--- config.mk ---
export PLATFORM = sky130hd
export DESIGN_NAME = pattern_display
export DESIGN_NICKNAME = d
export VERILOG_FILES = /design/src/rtl/display_pkg.sv /design/src/rtl/color_cycler.sv /design/src/rtl/pattern_display.sv
export SDC_FILE = /design/constraint.sdc
export NUM_CORES = 1
export LEC_CHECK = 0
export ABC_AREA = 1
export BUFFER_PORTS_ARGS = -buffer_cell sky130_fd_sc_hd__clkbuf_2
export CORE_ASPECT_RATIO = 0.7
export CORE_MARGIN = 3
export CORE_UTILIZATION = 46
export DETAILED_ROUTE_END_ITERATION = 10
export HOLD_SLACK_MARGIN = 0.08
export PLACE_DENSITY_LB_ADDON = 0.2
export SYNTH_ARGS = -nofsm -noshare
export SYNTH_HDL_FRONTEND = slang
export SYNTH_HIERARCHICAL = 1
export SYNTH_SLANG_ARGS = --single-unit
--- constraint.sdc ---
create_clock -name i_clk -period 3.4 [get_ports i_clk]
set_input_delay 0.17 -clock i_clk [delete_from_list [all_inputs] [get_ports i_clk]]
set_output_delay 0.17 -clock i_clk [all_outputs]
set_load 0.1 [all_outputs]
--- src/rtl/display_pkg.sv ---
// Shared definitions for the display test-pattern path: pattern modes and
// the colour-bar table (3-bit on/off masks, bit 2 = red, bit 1 = green, bit 0 = blue).
package display_pkg;

  typedef enum logic [1:0] {
    MODE_GRADIENT = 2'd0,
    MODE_BARS     = 2'd1,
    MODE_CHECKER  = 2'd2,
    MODE_GRAY     = 2'd3
  } mode_e;

  // Left to right: white, yellow, cyan, green, magenta, red, blue, black.
  localparam logic [2:0] BAR_RGB [0:7] = '{
    3'b111, 3'b110, 3'b011, 3'b010, 3'b101, 3'b100, 3'b001, 3'b000
  };

endpackage

--- src/rtl/color_cycler.sv ---
// Frame-paced ping-pong colour index: steps once every FRAME_CNT frame pulses,
// running 0..MAX..0 without repeating either endpoint.
module color_cycler #(
  parameter int CW        = 4,
  parameter int FRAME_CNT = 60
) (
  input  logic          i_clk,
  input  logic          i_rst,
  input  logic          i_frame,
  output logic [CW-1:0] o_idx,
  output logic          o_dir
);

  localparam int FW = (FRAME_CNT > 1) ? $clog2(FRAME_CNT) : 1;
  localparam logic [CW-1:0] MAX = {CW{1'b1}};

  logic [FW-1:0] frame_cnt;
  logic [CW-1:0] idx;
  logic          dir;

  always_ff @(posedge i_clk) begin
    if (i_rst) begin
      frame_cnt <= '0;
      idx       <= '0;
      dir       <= 1'b1;
    end else if (i_frame) begin
      if (frame_cnt == FW'(FRAME_CNT - 1)) begin
        frame_cnt <= '0;
        // Reverse at the endpoints by stepping away immediately.
        if (dir) begin
          if (idx == MAX) begin
            idx <= MAX - 1'b1;
            dir <= 1'b0;
          end else begin
            idx <= idx + 1'b1;
          end
        end else begin
          if (idx == '0) begin
            idx <= CW'(1);
            dir <= 1'b1;
          end else begin
            idx <= idx - 1'b1;
          end
        end
      end else begin
        frame_cnt <= frame_cnt + 1'b1;
      end
    end
  end

  assign o_idx = idx;
  assign o_dir = dir;

endmodule

--- src/rtl/pattern_display.sv ---
// VGA test-pattern generator: frame-latched mode select, active-area test and
// registered RGB output. Define PATTERN_DISPLAY_BORDER_EN to add a full-scale border.
module pattern_display
  import display_pkg::*;
#(
  parameter int H_RES       = 640,
  parameter int V_RES       = 480,
  parameter int CW          = 4,
  parameter int FRAME_CNT   = 60,
  parameter int CHECK_SHIFT = 5
) (
  input  logic                i_clk,
  input  logic                i_rst,
  input  logic signed [15:0]  i_x,
  input  logic signed [15:0]  i_y,
  input  logic                i_de,
  input  logic                i_frame,
  input  logic [1:0]          i_mode,
  output logic [CW-1:0]       o_r,
  output logic [CW-1:0]       o_g,
  output logic [CW-1:0]       o_b,
  output logic                o_de
);

  localparam logic [CW-1:0] MAX = {CW{1'b1}};

  mode_e         mode_q;
  logic [CW-1:0] idx;
  logic          dir;
  logic [14:0]   xu, yu;
  logic          active;
  logic [2:0]    bar;
  logic [2:0]    mask;
  logic          check_px;
  logic [CW-1:0] r_d, g_d, b_d;

  color_cycler #(
    .CW        (CW),
    .FRAME_CNT (FRAME_CNT)
  ) u_cycler (
    .i_clk   (i_clk),
    .i_rst   (i_rst),
    .i_frame (i_frame),
    .o_idx   (idx),
    .o_dir   (dir)
  );

  always_ff @(posedge i_clk) begin
    if (i_rst) mode_q <= MODE_GRADIENT;
    else if (i_frame) mode_q <= mode_e'(i_mode);
  end

  assign xu     = i_x[14:0];
  assign yu     = i_y[14:0];
  assign active = i_de && !i_x[15] && !i_y[15] &&
                  (xu < 15'(H_RES)) && (yu < 15'(V_RES));

  // Bar index from constant thresholds, avoiding a divider.
  always_comb begin
    bar = 3'd0;
    for (int k = 1; k < 8; k++) begin
      if (xu >= 15'((k * H_RES) / 8)) bar = 3'(k);
    end
  end

  assign mask     = BAR_RGB[bar];
  assign check_px = i_x[CHECK_SHIFT] ^ i_y[CHECK_SHIFT] ^ dir;

  always_comb begin
    r_d = '0;
    g_d = '0;
    b_d = '0;
    case (mode_q)
      MODE_GRADIENT: begin
        r_d = idx;
        g_d = i_x[CW+3:4];
        b_d = i_y[CW+3:4];
      end
      MODE_BARS: begin
        r_d = {CW{mask[2]}};
        g_d = {CW{mask[1]}};
        b_d = {CW{mask[0]}};
      end
      MODE_CHECKER: begin
        r_d = {CW{check_px}};
        g_d = {CW{check_px}};
        b_d = {CW{check_px}};
      end
      default: begin
        r_d = idx;
        g_d = idx;
        b_d = idx;
      end
    endcase
`ifdef PATTERN_DISPLAY_BORDER_EN
    if (xu == 15'd0 || xu == 15'(H_RES - 1) || yu == 15'd0 || yu == 15'(V_RES - 1)) begin
      r_d = MAX;
      g_d = MAX;
      b_d = MAX;
    end
`endif
    if (!active) begin
      r_d = '0;
      g_d = '0;
      b_d = '0;
    end
  end

  always_ff @(posedge i_clk) begin
    if (i_rst) begin
      o_r  <= '0;
      o_g  <= '0;
      o_b  <= '0;
      o_de <= 1'b0;
    end else begin
      o_r  <= r_d;
      o_g  <= g_d;
      o_b  <= b_d;
      o_de <= i_de;
    end
  end

endmodule
==> flow_summary_export.csv, run 1 <==
group,metric,value,unit
status,outcome,"completed",
drt,post_drt_via_cell_ratio,4.60,
sta,worstMarginPinSlew,545,ps
power,p_int,0.501,mW
global_routing,grt_pass1_wl,5.46,mm
drt,wl,3.13,mm
sta,period_minus_slack,1480,ps
die,io_pins,51,
sta,finClkSkew,3.37,ps
clock_network,ctsHtreeMaxLevel,1,
worst_hold_path,hold_start,"i_de",
layout,instances_no_fill,318,
worst_hold_path,hp-class,"input pin to register",
layout,final_core_util,59.2,%
power,switching_share,23.0,%
layout,num_antenna_cells,0,
clock_network,root_buffer,"clkbuf_8",
synthesis,synthArstFlopShare,0,%
clock_network,cts_buffers,3,
synthesis,synth_area_leader_cell,"dfxtp_1",
clock_network,clkTransAtPathRegs,80,ps
sta,max_slew_margin,63.8,%
clock_network,post-cts-setup-buffers,0,
clock_network,clock-sinks,26,
synthesis,synth_edf_count,0,
sta,period_share,43.4,%
drt,vias,1462,
power,p_switching,0.150,mW
global_routing,grt_usage,15.5,%
critical_path,crit_path_max_fanout,9,
drt,wire_per_inst,9.84,um
power,pwr-share-comb,13.9,%
global_routing,antenna_found_initial,0,
clock_network,clock_latency,270,ps
die,core_area,3230,um^2
clock_network,clockBufferDepth,2,
placed_design,placedCellCount,314,
die,die_x,76.3,um
drt,drtPass1Iterations,4,
layout,layout_common_cells,"nand2_1 (52), clkbuf_2 (42), nor2_1 (26), dfxtp_1 (26), inv_1 (24)",
sta,fmax,677,MHz
critical_path,cp-end-kind,"register",
clock_network,cts_tree,"done",
synthesis,postSynthAreaPerCell,7.02,um^2
synthesis,synth_nets,272,
synthesis,mappedNetlistArea,1590,um^2
drt,route.detailed.drc,0,
global_routing,grt_max_degree,16,
power,powerDensity,340,nW/um^2
placed_design,hpwl,2.58,mm
placed_design,io_buffers,42,
power,clkPwrFrac,38.2,%
clock_network,hold_buffers,0,
critical_path,crit_type,"register to register",
global_routing,overflow,0,
critical_path,r2r-start,"u_cycler/o_idx[0]",
layout,nNetsFinal,317,
sta,rsz0062_at_grt,"no",
drt,drt-initial-drc-count,69,
layout,layout_commonest_cell,"nand2_1",
synthesis,yosys-top-cells-area,"dfxtp_1 (33%), nand2_1 (12%), nor2_1 (6.1%), inv_1 (5.7%), ha_1 (5.5%)",
run,maxCapViolCount,0,
die,rows,17,
placed_design,gp_congestion,0.838,
die,die_h,55.2,um
synthesis,ys_seq_area_share,32.7,%
layout,syn_to_final_growth,20.2,%
layout,drive_gt1_share,29.2,%
power,seqPwrFrac,47.9,%
global_routing,grt_pass1_vias,1270,
critical_path,critPathMaxStageDelay,510,ps
synthesis,synth_top_area_share,32.7,%
critical_path,critPathLaunchType,"register",
critical_path,crit_start,"u_cycler/o_idx[0]",
synthesis,synth_cell_types,34,
critical_path,critPathSlowestCell,"dfxtp_1",
critical_path,arrival,1650,ps
die,initial_core_util,49.3,%
die,die_area,4220,um^2
synthesis,yosysWarningCount,6,
sta,hold_viol,0,
drt,ant_nets,0,
synthesis,netlist_instances,227,
sta,setup_viol,0,
synthesis,ys_ff_latch,26,
power,leakage,0.883,nW
critical_path,cp_cell_sequence,"inv_1 > ha_1 > inv_1 > nor2_1 > nor2_1 > o21ai_0 > nand2_1 > o21ai_2",
sta,drv_slew,0,
critical_path,critPathRequiredTime,3570,ps
clock_network,cts-resized-gates,0,
sta,tns,0,ps
power,max-vdd-ir-drop,0.000263,V
synthesis,ys.flop_type,"dfxtp_1",
power groups by stage:
stage               Combinational, mW  Clock (mW)  Sequential (mW)
finish                         0.0902       0.248            0.312
floorplan                      0.0543           0            0.323
global route                    0.103       0.263            0.313
global placement               0.0895           0            0.319
CTS                            0.0905       0.253            0.312
detailed placement             0.0902           0            0.319
path summary, 6_finish.rpt:
kind,endpoint,slack [ps],depth (start not counted)
max,u_cycler/o_idx[1],1920,8
min,o_de,110,3
max reg2reg,u_cycler/o_idx[1],1920,8
min reg2reg,u_cycler/frame_cnt[0],530,2
Yosys cell counts (all sizes together) (2+ instances only):
| library cell | number |
|---|---|
| dfxtp | 26 |
| a211oi | 2 |
| buf | 2 |
| ha | 7 |
| nor3 | 4 |
| nor2 | 34 |
| nand2 | 59 |
| nor4 | 3 |
| inv | 29 |
| a21oi | 19 |
| o21bai | 2 |
| nand4 | 2 |
| xor2 | 2 |
| o21ai | 13 |
| nand3 | 15 |
| or2 | 3 |
layout make-up:
type                    instances  area [um^2]
multi-input cells             170          945
well taps                      47         58.8
inverters                      29          109
fillers                       324         1320
repair buffers                 42          210
clock buffers                   3         41.3
flip-flops and latches         26          520
clock inverters                 1         30.0
per-layer routing:
| metal | vias up | track usage, % | part of all wire (%) |
|---|---|---|---|
| met1 | 600 | 23.3 | 56 |
| met2 | 43 | 21.5 | 36 |
| met3 | 4 | 4.40 | 7.4 |
| met4 | 0 | 3.88 | 0.80 |
| met5 | - | 0 | 0 |
| li1 | 815 | - | - |
logic make-up (layout without fill, tap and decap cells):
kind of cell | Yosys count | count (layout) | share of synthesized area, %
and+or+nand+nor | 122 | 122 | 37.3
AOI/OAI and AO/OA | 38 | 38 | 14.8
buffers and inverters | 31 | 75 | 8.01
DFF | 26 | 26 | 32.7
adders and majority gates | 7 | 7 | 5.50
xor gates and xnor gates | 3 | 3 | 1.65
stage by stage:
stage	setup slack [ps]	power, mW	hold WS [ps]	area, um^2
floorplan	2140	0.378	242	1590
global placement	1950	0.409	388	1840
detailed placement	1920	0.409	393	1840
CTS	1920	0.655	107	1910
global route	1790	0.679	125	1910
finish	1920	0.650	106	1910
sequential cells by signal, summed over array words and instances, names as in the netlist:
register and cells:
mode_q 2, o_b 4, o_de 1, o_g 4
o_r 4, u_cycler/frame_cnt 6, u_cycler/o_dir 1, u_cycler/o_idx 4
critical path: cells and delay by family, from the launching register on:
kind	cells	cell delay, ps
AOI/OAI and AO/OA	2	170
adders and majority gates	1	250
buffers and inverters	2	160
DFF	1	510
and+or+nand+nor	3	300
No activity file was read; power rests on OpenSTA's default activity.
==> inputs of run 2 (changes only) <==
--- a/config.mk
+++ b/config.mk
@@ -5,7 +5,7 @@
 export SDC_FILE = /design/constraint.sdc
 export NUM_CORES = 1
 export LEC_CHECK = 0
-export ABC_AREA = 1
+export ABC_AREA = 0
 export BUFFER_PORTS_ARGS = -buffer_cell sky130_fd_sc_hd__clkbuf_2
 export CORE_ASPECT_RATIO = 0.7
 export CORE_MARGIN = 3
==> constraint.sdc (replaced) <==
create_clock -name i_clk -period 1.4 [get_ports i_clk]
set_input_delay 0.07 -clock i_clk [delete_from_list [all_inputs] [get_ports i_clk]]
set_output_delay 0.07 -clock i_clk [all_outputs]
set_load 0.1 [all_outputs]
==> run 2 against run 1 <==
  * The flow now finishes with violations (negative setup slack)
  * Wire length is 42% higher
  * First-iteration DRC count is 65% higher
  * Critical path depth is 3 lower
  * Fmax is 1.8% higher
  * Clock skew is 2.3 ps higher
  * Synthesized cell count is 25% lower
  * Sequential power is 140% higher
  * Sequential share of layout area is 2.5 points lower
  * Count of clock-buffer cells in the layout stayed put
  * Largest cell class unchanged
==> flow_summary_export.csv, run 2 <==
group,metric,value,unit
status,outcome,"complete, but fails checks",
status,violations,"negative setup slack",
drt,wl,4.43,mm
placed_design,hpwl,2.92,mm
synthesis,synth_nets,216,
placed_design,placedCellCount,261,
critical_path,crit_family,"flip-flops",
synthesis,ys.flop_type,"dfxtp_1",
critical_path,critPathLaunchType,"register",
sta,tns,-106,ps
synthesis,synth_area_leader_cell,"dfxtp_1",
layout,layout_commonest_cell,"clkbuf_2",
die,die_x,73.8,um
critical_path,critPathRequiredTime,1590,ps
layout,instances_no_fill,271,
sta,finClkSkew,5.70,ps
synthesis,synth_commonest_cells,"dfxtp_1 (26), nor2_1 (14), a21oi_1 (13)",
clock_network,clockBufferDepth,2,
synthesis,muxShareOfSynthArea,4.06,%
die,initial_core_util,50.6,%
clock_network,root_buffer,"clkbuf_8",
synthesis,synthAdderAreaFrac,5.92,%
placed_design,gp_congestion,0.955,
clock_network,clkTransAtPathRegs,100,ps
critical_path,cp_cell_sequence,"xnor3_1 > nor2b_4 > buf_6 > nor3b_2 > a221oi_2",
layout,layout_common_cells,"clkbuf_2 (42), buf_4 (21), dfxtp_1 (20)",
synthesis,synthSimpleGateAreaFrac,26.5,%
synthesis,synth_top_area_share,35.2,%
worst_hold_path,hp-class,"input pin to register",
synthesis,synth_cell_types,43,
clock_network,cts_buffers,3,
layout,nFillCells,227,
global_routing,overflow,0,
synthesis,synth_edf_count,0,
layout,num_antenna_cells,0,
layout,drive_gt1_share,48.5,%
layout,nNetsFinal,281,
critical_path,critPathMaxStageDelay,420,ps
synthesis,yosysWarningCount,6,
die,rows,16,
sta,setup_ws,-50.5,ps
global_routing,grt_pass1_vias,1352,
sta,rsz0062_at_grt,"yes",
synthesis,ys_ff_latch,26,
synthesis,yosys-top-cells-area,"dfxtp_1 (35%), ha_1 (5.9%), a21oi_1 (4.4%), mux2i_1 (4.1%), nor2_1 (3.6%)",
power,powerDensity,782,nW/um^2
clock_network,clock_latency,280,ps
drt,drt-initial-drc-count,114,
power,max-vdd-ir-drop,0.000571,V
synthesis,ys_seq_area_share,35.2,%
sta,setup_viol,3,
drt,vias,1569,
critical_path,crit_path_max_fanout,4,
global_routing,grt_max_degree,16,
clock_network,cts_tree,"done",
synthesis,synth_top_family_by_area,"simple AND/OR/NAND/NOR gates",
layout,top_register,"u_cycler/frame_cnt",
critical_path,critPathSlowestCell,"dfxtp_1",
drt,ant_nets,0,
drt,post_drt_via_cell_ratio,5.79,
synthesis,synth.most_common_cell,"dfxtp_1",
clock_network,clock-sinks,26,
synthesis,netlist_instances,171,
power,leakage,0.891,nW
synthesis,postSynthAreaPerCell,8.65,um^2
sta,period_share,104,%
critical_path,cp-end-kind,"register",
sta,worstMarginPinSlew,546,ps
synthesis,synth_compound_area_share,19.5,%
die,die_area,3940,um^2
synthesis,mappedNetlistArea,1480,um^2
die,core_area,2920,um^2
critical_path,crit_type,"register to register",
global_routing,grt_pass1_wl,6.30,mm
sta,fmax,689,MHz
layout,final_core_util,73.8,%
die,die_h,53.4,um
global_routing,antenna_found_initial,0,
placed_design,io_buffers,42,
die,io_pins,51,
critical_path,arrival,1640,ps
synthesis,synthArstFlopShare,0,%
sta,hold_viol,0,
sta,max_slew_margin,63.7,%
critical_path,worst-path-buf-inv,1,
global_routing,grt_usage,20.9,%
synthesis,post_synth_xor_area_fraction,3.89,%
drt,drtPass1Iterations,4,
clock_network,ctsHtreeMaxLevel,1,
drt,route.detailed.drc,0,
drt,wire_per_inst,16.4,um
sta,period_minus_slack,1450,ps
layout,largest_reg_flops,6,
sta,drv_slew,0,
layout,syn_to_final_growth,45.9,%
run,maxCapViolCount,0,
-- run 2: cell types whose count changed in the layout (fill, tap and decap cells not counted), moves of 10 or more --
cell / previous run / this run
nand2_1: 52 / 9
nor2_1: 26 / 13
inv_1: 24 / 5
nand3_1: 12 / 2
buf_4: 0 / 21
-- run 2: kinds of logic (layout without fill, tap and decap cells) --
family / after synthesis / in the layout
adders and majority gates: 7 / 7
DFF: 26 / 26
xor gates and xnor gates: 5 / 5
and+or+nand+nor: 69 / 69
buffers and inverters: 16 / 80
AOI/OAI and AO/OA: 42 / 42
muxes: 6 / 6
-- run 2: final timing paths --
kind / startpoint / end / slack (ps) / cells past startpoint
worst max-delay path: u_cycler/o_dir / o_b[3] / -50 / 5
worst min-delay path: i_x[6] / o_g[2] / 100 / 3
worst max register to register: u_cycler/o_dir / o_b[3] / -50 / 5
worst min register to register: u_cycler/frame_cnt[4] / u_cycler/frame_cnt[4] / 520 / 2
-- run 2: power breakdown --
part	switching [mW]	internal, mW
Combinational	0.154	0.138
Sequential	0.00956	0.749
Clock	0.252	0.383
Total	0.416	1.27
-- run 2: tightest hold or removal path: stages --
cell and delay (ps):
clkbuf_2 130, nand2_1 70, a21oi_1 60
-- run 2: routing by layer --
metal / track usage (%) / routed length, um
met1: 29.1 / 1890
met2: 32.6 / 2160
met3: 4.93 / 329
met4: 4.52 / 57
met5: 0 / 0
-- run 2: layout make-up --
type / count / area, um^2 / area share [%]
Sequential cell: 26 / 533 / 24.7
Inverter: 7 / 26.3 / 1.22
Clock buffer: 3 / 41.3 / 1.91
Timing Repair Buffer: 69 / 430 / 20.0
Clock inverter: 1 / 30.0 / 1.39
Multi-Input combinational cell: 129 / 1050 / 48.7
Tap cell: 36 / 45.0 / 2.09
-- run 2: what timing repair did --
item / 4_1_cts / 5_1_grt
pin swaps: 2 / 5
resized for setup: 10 / 37
endpoints found under the hold margin: 3 / 0
hold buffers: 4 / 0
endpoints found under the setup margin: 6 / 17
buffers inserted: 1 / 1
-- run 2: through the flow --
step | setup WS, ps | power, mW | hold slack [ps] | instance area (um^2)
floorplan | 6.61 | 0.907 | 142 | 1480
CTS | 4.57 | 1.63 | 105 | 2000
detailed placement | -164 | 1.01 | 271 | 1850
finish | -50.5 | 1.69 | 101 | 2160
global route | -112 | 1.74 | 118 | 2160
global placement | -163 | 0.998 | 263 | 1850
==> inputs of run 3 (changes only) <==
==> constraint.sdc (replaced) <==
create_clock -name i_clk -period 1.6 [get_ports i_clk]
set_input_delay 0.08 -clock i_clk [delete_from_list [all_inputs] [get_ports i_clk]]
set_output_delay 0.08 -clock i_clk [all_outputs]
set_load 0.1 [all_outputs]
==> run 3 against run 2 <==
  * The flow now finishes without violations
  * First-iteration DRC count rose by 18%
  * Cell count fell by 3.7%
  * Final area fell by 12%
  * Highest routed layer unchanged
  * Setup slack better by 140 ps
  * Global-route usage down 1.3 points
  * Critical path type unchanged
  * Fmax is 4.1% lower
  * Largest cell class unchanged
==> flow_summary_export.csv, run 3 (synthesis gave the netlist of run 2 again) <==
group,metric,value,unit
clock_network,clock-sinks,26,
layout,instances_no_fill,261,
run,maxCapViolCount,0,
drt,wl,3.65,mm
power,powerDensity,748,nW/um^2
sta,fmax,661,MHz
sta,drv_slew,0,
power,max-vdd-ir-drop,0.000385,V
global_routing,grt_pass1_vias,1374,
power,power,1.42,mW
sta,rsz0062_at_grt,"yes",
drt,drtPass1Iterations,4,
clock_network,post-cts-setup-buffers,0,
critical_path,crit_type,"register to register",
sta,period_minus_slack,1510,ps
critical_path,r2r-start,"u_cycler/o_idx[0]",
layout,drive_gt1_share,30.2,%
global_routing,overflow,0,
drt,ant_nets,0,
drt,route.detailed.drc,0,
critical_path,crit_start,"u_cycler/o_idx[0]",
placed_design,gp_congestion,0.889,
layout,top_register,"u_cycler/frame_cnt",
layout,num_antenna_cells,0,
placed_design,io_buffers,42,
sta,max_slew_margin,63.5,%
die,core_area,2920,um^2
drt,wire_per_inst,14.0,um
layout,final_core_util,64.9,%
sta,finClkSkew,5.18,ps
critical_path,r2r_cells,6,
placed_design,placedCellCount,253,
layout,largest_reg_flops,6,
sta,worstMarginPinSlew,549,ps
clock_network,cts_buffers,3,
placed_design,hpwl,2.86,mm
critical_path,reg2reg_to,"u_cycler/o_idx[1]",
layout,layout_common_cells,"clkbuf_2 (42), dfxtp_1 (25), nor2_1 (14)",
global_routing,grt_usage,19.6,%
critical_path,critPathRequiredTime,1760,ps
worst_hold_path,hp-class,"input pin to register",
clock_network,cts_tree,"done",
drt,vias,1489,
critical_path,cp-end-kind,"register",
critical_path,reg2reg_setup_slack,90,ps
die,rows,16,
placed_design,dp_slack,20.2,ps
die,initial_core_util,50.6,%
die,die_x,73.8,um
sta,setup_ws,88.2,ps
sta,whs,100,ps
clock_network,clock_latency,270,ps
sta,hold_viol,0,
sta,setup_viol,0,
clock_network,root_buffer,"clkbuf_8",
layout,syn_to_final_growth,28.3,%
critical_path,crit_path_end,"u_cycler/o_idx[1]",
global_routing,grt_max_degree,16,
global_routing,grt_pass1_wl,5.85,mm
die,die_area,3940,um^2
drt,post_drt_via_cell_ratio,5.70,
layout,nNetsFinal,271,
clock_network,ctsHtreeMaxLevel,1,
clock_network,clockBufferDepth,2,
die,die_h,53.4,um
status,outcome,"completed",
critical_path,critPathLaunchType,"register",
power,leakage,0.815,nW
die,io_pins,51,
critical_path,arrival,1670,ps
global_routing,antenna_found_initial,0,
drt,drt-initial-drc-count,134,
clock_network,clkTransAtPathRegs,90,ps
layout,layout_commonest_cell,"clkbuf_2",
sta,period_share,94.5,%
critical_path,crit_path_max_fanout,5,
run 3: cell count changes in the layout (fill, tap and decap cells not counted), moves of 4 or more:
cell / change
a21oi_1: +4
a21oi_2: -4
a221oi_1: +5
a221oi_2: -5
buf_4: -8
dfxtp_1: +5
ha_1: +6
nor3b_1: +4
run 3: report_power, final:
group	total (mW)	leakage (nW)	internal [mW]	switching, mW
sequential	0.665	0.211	0.656	0.00906
clock	0.549	0.0357	0.335	0.214
combinational	0.205	0.568	0.0987	0.106
run 3: metrics by stage:
stage               instance area (um^2)  TNS [ps]
finish                              1900         0
floorplan                           1480         0
global route                        1900    -0.158
detailed placement                  1790         0
CTS                                 1900         0
global placement                    1790         0
run 3: worst min path at each step:
stage	depth (start not counted)	start	end	slack (ps)
final	3	i_x[4]	o_g[0]	100
after global routing	3	i_x[4]	o_g[0]	130
after CTS	3	i_x[4]	o_g[0]	90
after detailed placement	2	i_rst	o_de	280
after global placement	2	i_rst	o_de	270
after floorplan	1	i_rst	mode_q[0]	150
run 3: what timing repair did:
| item | in CTS | in global routing |
|---|---|---|
| hold buffers | 4 | 0 |
| setup endpoints to repair | 0 | 2 |
| endpoints found under the hold margin | 3 | 0 |
| resized for setup | 0 | 1 |
run 3: area by class of cell:
type / count / area, um^2
clock inverters: 1 / 30.0
well taps: 36 / 45.0
inverters: 7 / 26.3
clock buffers: 3 / 41.3
repair buffers: 59 / 348
multi-input cells: 129 / 886
flip-flops and latches: 26 / 522
fillers: 253 / 1020
run 3: critical path, stage by stage, from the launching register on:
cell      delay, ps
dfxtp_1         350
inv_1            90
ha_1            290
mux2i_1         240
nor2_1           50
a221oi_1        260
a21oi_1         120
run 3: metal layers:
metal | share of wire [%] | track usage (%) | vias up
met4 | 1.5 | 7.83 | 0
met1 | 47 | 24.9 | 685
met2 | 45 | 32.2 | 54
li1 | - | - | 744
met5 | 0 | 0 | -
met3 | 5.9 | 4.17 | 6
